--- config.mk ---
export PLATFORM = sky130hd
export DESIGN_NAME = bpu_binarize_pack
export DESIGN_NICKNAME = d
export VERILOG_FILES = /design/src/rtl/bpu_binarize_pack.sv
export SDC_FILE = /design/constraint.sdc
export NUM_CORES = 1
export LEC_CHECK = 0
export BUFFER_PORTS_ARGS = -buffer_cell sky130_fd_sc_hd__buf_2
export CORE_MARGIN = 4
export CORE_UTILIZATION = 53
export DETAILED_ROUTE_END_ITERATION = 12
export PLACE_DENSITY = 0.76
export SYNTH_ARGS = -nofsm -noshare
export SYNTH_HDL_FRONTEND = slang
export SYNTH_SLANG_ARGS = --single-unit
--- constraint.sdc ---
create_clock -name clk -period 2.7 [get_ports clk]
set_input_delay 0.54 -clock clk [delete_from_list [all_inputs] [get_ports clk]]
set_output_delay 0.54 -clock clk [all_outputs]
set_load 0.005 [all_outputs]
--- src/rtl/bpu_binarize_pack.sv ---
// Binarizes BPU popcount sums against a batch-norm threshold and packs bits LSB-first into words.
// Latency: a word completed (or flushed) on one edge is visible at out_valid/out_data after that edge.
// Backpressure: in_ready drops when the output FIFO is full or a flush is pending; samples offered then are dropped and flagged in err.
module bpu_binarize_pack #(
  parameter int PSUM_W = 7,
  parameter int PACK_W = 7,
  parameter int DEPTH  = 4
) (
  input  logic              clk,
  input  logic              rst,
  input  logic [PSUM_W-1:0] psum_in,
  input  logic              psum_valid,
  input  logic              thr_load,
  input  logic [PSUM_W-1:0] thr_in,
  input  logic              thr_inv,
  input  logic              flush,
  output logic              in_ready,
  output logic [PACK_W-1:0] out_data,
  output logic [2:0]        out_len,
  output logic              out_valid,
  input  logic              out_ready,
  output logic              err
);

  // out_len is three bits wide, so PACK_W is limited to 7; idx and lengths share that width.
  localparam int PTR_W = $clog2(DEPTH);
  localparam int CNT_W = PTR_W + 1;
  localparam logic [2:0]       FULL_LEN = 3'(PACK_W);
  localparam logic [CNT_W-1:0] FULL_CNT = CNT_W'(DEPTH);

  // Threshold state
  logic signed [PSUM_W-1:0] thr_reg;
  logic                     inv_reg;

  // Packing state
  logic [PACK_W-1:0] pack_reg;
  logic [2:0]        idx;
  logic              flush_pend;

  // FIFO state
  logic [PACK_W-1:0] mem_data [DEPTH];
  logic [2:0]        mem_len  [DEPTH];
  logic [PTR_W-1:0]  wr_ptr;
  logic [PTR_W-1:0]  rd_ptr;
  logic [CNT_W-1:0]  count;

  // Combinational control
  logic              fifo_full;
  logic              fifo_empty;
  logic              pop;
  logic              accept;
  logic              flush_now;
  logic              pend_go;
  logic              pend_set;
  logic              bit_val;
  logic [PACK_W-1:0] pack_new;
  logic [2:0]        len_new;
  logic              push;
  logic [PACK_W-1:0] pack_next;
  logic [2:0]        idx_next;

  assign fifo_full  = (count == FULL_CNT);
  assign fifo_empty = (count == '0);
  assign in_ready   = !fifo_full && !flush_pend;
  assign pop        = !fifo_empty && out_ready;
  assign accept     = psum_valid && in_ready;
  assign flush_now  = flush && in_ready;
  // A pending flush may go as soon as a slot exists, including the slot freed by a same-cycle pop.
  assign pend_go    = flush_pend && (!fifo_full || pop);
  // A flush that finds the FIFO full is remembered; repeats while pending merge into it.
  assign pend_set   = flush && fifo_full && !flush_pend;

  // Threshold compare uses the registered values, so a same-cycle thr_load affects only later samples.
  assign bit_val = ($signed(psum_in) >= thr_reg) ^ inv_reg;

  // Merge the incoming bit into the pack word and decide whether a word leaves this cycle.
  always_comb begin
    pack_new  = pack_reg;
    len_new   = idx;
    push      = 1'b0;
    pack_next = pack_reg;
    idx_next  = idx;
    if (accept) begin
      pack_new = pack_reg | (bit_val ? (PACK_W'(1) << idx) : '0);
      len_new  = idx + 3'd1;
    end
    pack_next = pack_new;
    idx_next  = len_new;
    // A full word or a flush of a non-empty word both emit exactly one word and restart packing.
    if ((len_new == FULL_LEN) || ((flush_now || pend_go) && (len_new != 3'd0))) begin
      push      = 1'b1;
      pack_next = '0;
      idx_next  = 3'd0;
    end
  end

  // Threshold registers load on thr_load.
  always_ff @(posedge clk) begin
    if (rst) begin
      thr_reg <= '0;
      inv_reg <= 1'b0;
    end else if (thr_load) begin
      thr_reg <= $signed(thr_in);
      inv_reg <= thr_inv;
    end
  end

  // Pack register, bit index and pending-flush flag.
  always_ff @(posedge clk) begin
    if (rst) begin
      pack_reg   <= '0;
      idx        <= 3'd0;
      flush_pend <= 1'b0;
    end else begin
      pack_reg <= pack_next;
      idx      <= idx_next;
      if (pend_go) begin
        flush_pend <= 1'b0;
      end else if (pend_set) begin
        flush_pend <= 1'b1;
      end
    end
  end

  // Sticky error for samples offered while the block could not take them.
  always_ff @(posedge clk) begin
    if (rst) begin
      err <= 1'b0;
    end else if (psum_valid && !in_ready) begin
      err <= 1'b1;
    end
  end

  // FIFO storage; contents need no reset because count gates visibility.
  always_ff @(posedge clk) begin
    if (push) begin
      mem_data[wr_ptr] <= pack_new;
      mem_len[wr_ptr]  <= len_new;
    end
  end

  // FIFO pointers and occupancy; pointers wrap naturally at the power-of-two depth.
  always_ff @(posedge clk) begin
    if (rst) begin
      wr_ptr <= '0;
      rd_ptr <= '0;
      count  <= '0;
    end else begin
      if (push) begin
        wr_ptr <= wr_ptr + PTR_W'(1);
      end
      if (pop) begin
        rd_ptr <= rd_ptr + PTR_W'(1);
      end
      case ({push, pop})
        2'b10:   count <= count + CNT_W'(1);
        2'b01:   count <= count - CNT_W'(1);
        default: count <= count;
      endcase
    end
  end

  // Head of FIFO straight from registers; zeros while empty.
  assign out_valid = !fifo_empty;
  assign out_data  = fifo_empty ? '0 : mem_data[rd_ptr];
  assign out_len   = fifo_empty ? 3'd0 : mem_len[rd_ptr];

endmodule

==> out/qor.txt <==
Status: finished, final reports clean
Iteration-0 DRC Markers: 106
DRC Markers: 0
Cells after synthesis: 268
Critical Path AT: 2860 ps
Critical path class: flop to flop
Cell repeated most along the worst path: ha_4
Chip height: 86.8 µm
Area grow syn2layout: 15.8%
Worst vdd ir: 0.453 mV
Pwr dens: 719 nW/µm²
Die area: 7540 µm²
Post-synth EDFFs: 40
Synth Area in Simple Gates: 15.1%
DP HPWL: 3.97 mm
Max reg flops: 28
Largest registers: mem_data: 28 flops, mem_len: 12 flops
Worst R2R Start: idx[1]
Num CTS Buffers: 9
Adder-cell area share of the yosys netlist: 7.07%
Bufs on Longest Clock Path: 2
First-pass GRT wire length: 9.80 mm
Routed met3 length: 253 µm
First-pass DRT Iterations: 4
# rows: 28
Final hold slack: 431 ps
Layout Skew: 11.3 ps
Synth warn: 0
Largest family of logic cells by synthesized area: simple AND/OR/NAND/NOR gates
Port Buf Inserts: 33
Final min period: 2590 ps
TritonCTS clock tree: built
Total routed wirelength: 5.85 mm
Initial antenna violation count: 0
Reg with most FFs: mem_data
Highest routed layer: met4
Final nets: 351
CP max stage delay: 370 ps
Vias in the first global route: 2086
Leakage power: 1.48 nW
Post-synthesis compound-gate area fraction: 5.47%
Pre-CTS WS: -67.1 ps
Mux share of post-synthesis cell area: 12.1%
Initial Util: 54.9%
Mapped Area: 3290 µm²
Fmax: 386 MHz
Overall Power: 2.74 mW
Yosys reg bits: 69
Crit start category: flop
Wl on met1: 2.63 mm
Routability cong.: 0.755
Hold Fails Final Rpt: 0
WP data required: 2970 ps
Max_cap viols: 0
Die width: 86.8 µm
Largest net degree at the start of global routing: 22
Final Core Density: 63.6%
Final Setup Violations: 0
FF-to-FF setup slack: 110 ps
Most used flip-flop cell after synthesis: edfxtp_1
TNS Setup: 0 ps
RSZ-0062 raised after global routing: no
Root Driver: clkbuf_8
H-tree depth: 3
Crit-path cells: ha_2 -> ha_4 -> and3b_1 -> o211ai_2 -> nand4_2 -> nand2_2 -> inv_2 -> ha_4 -> inv_1 -> fa_2 -> xor2_1 -> or3_1 -> a21oi_2
Setup WS post-layout: 109 ps
CP Launch Point: idx[1]
Seq/Total Area, Yosys: 54.1%
Worst rel slew slack: 64.7%
Post-synth cell types: 54
Clk Latency, worst-skew pair: 340 ps
Critical Path Slowest Stage Cell: or3_1
Critical Path End Type: flop
Final Slew Violations: 0
Final period utilization: 96.0%
Antenna Nets Post-Route: 0
Share of cells above drive strength 1: 30.3%
Vias per cell: 5.23
All-Layer GR Usage: 17.5%
Clock Sink Count: 69
Worst Path Max Fanout: 5
Mean Syn Cell Area: 12.3 µm²
Boundary pin count: 34
Reg clk slew, reported paths: 70 ps
Hold_sp: thr_in[2]
Worst slew pin tran: 529 ps
Asr flop ratio synth: 0%
Core area: 5990 µm²
Synth Area in XOR/XNOR: 1.33%
Hold Crit Class: input pin to flop
Syn Nets: 307
Routed vias: 2050
Antenna diode count: 0
Total gr overflow: 0
Wire length on met2: 2.95 mm
DR WL/cell: 14.9 µm
==> synthesized netlist by cell type, types with 3 or more instances <==
cell type  number  share of area (%)
nand3_1         8                1.2
nor2b_1         5               0.95
and2_2          4               0.91
and2_1         11                2.1
ha_1           17                6.5
a21oi_1        11                1.7
nand2_1        13                1.5
mux2_1          5                1.7
dfxtp_1        29                 18
mux2i_1         9                2.7
nor2_1         22                2.5
clkbuf_1        5               0.57
o21ai_0         6               0.91
mux4_2         10                6.8
edfxtp_1       40                 36
xor2_1          3               0.80
inv_1          25                2.9
==> cell usage in the layout, fill, tap and decap left out, types with 11 or more instances in the layout <==
cell type / instances
and2_1: 11
buf_2: 33
buf_4: 11
dfxtp_1: 27
edfxtp_1: 40
ha_1: 13
inv_1: 25
nand2_1: 13
nor2_1: 22
==> kinds of logic after synthesis <==
family | count (synthesis)
flops | 69
fa+ha+maj | 18
simple gates | 86
compound gates | 27
xor+xnor | 5
mux | 26
buf+inv | 37
==> layout make-up <==
cell class	count	area (µm²)
clock inverter	3	18.8
inverter	26	97.6
multi-input combinational	162	1400
timing repair buffer	44	248
sequential	69	1790
fill	452	2180
clock buffer	13	170
tap	75	93.8
==> metal layers <==
metal,GRT usage (%),vias to the layer above
met1,21.3,977
met5,0,-
met2,29.3,36
li1,-,1035
met3,4.66,2
met4,7.22,0
==> worst paths after layout <==
check,endpoint,cells past startpoint
hold reg to reg,err,2
hold / removal,thr_reg[2],3
setup reg to reg,count[2],13
setup / recovery,count[2],13
==> per-stage QoR <==
stage | instance area (µm²) | instances
after CTS | 3760 | 389
after global placement | 3540 | 372
after detailed placement | 3540 | 372
after floorplan | 3290 | 268
final | 3810 | 392
after global routing | 3810 | 392
==> what timing repair did <==
action,CTS,global route
hold buffers,0,0
gates cloned,0,0
setup endpoints to repair,1,1
gates resized for setup,5,5
pin swaps,1,4
setup buffers,1,3
==> where the power goes <==
part / switching [mW] / total (mW) / leakage (nW) / internal, mW
clock network: 0.363 / 0.776 / 0.0985 / 0.414
registers: 0.0480 / 1.25 / 0.613 / 1.20
logic: 0.355 / 0.712 / 0.766 / 0.357
==> worst max-delay path: cells and delay by family (launching register included) <==
family	cells	cell delay (ps)
XOR/XNOR	1	150
buffers and inverters	2	140
AND/OR/NAND/NOR	4	740
adder cells (fa/ha/maj)	4	930
flip-flops	1	360
AO/OA/AOI/OAI	2	210
Note: power is estimated with default switching activity, not from simulation.
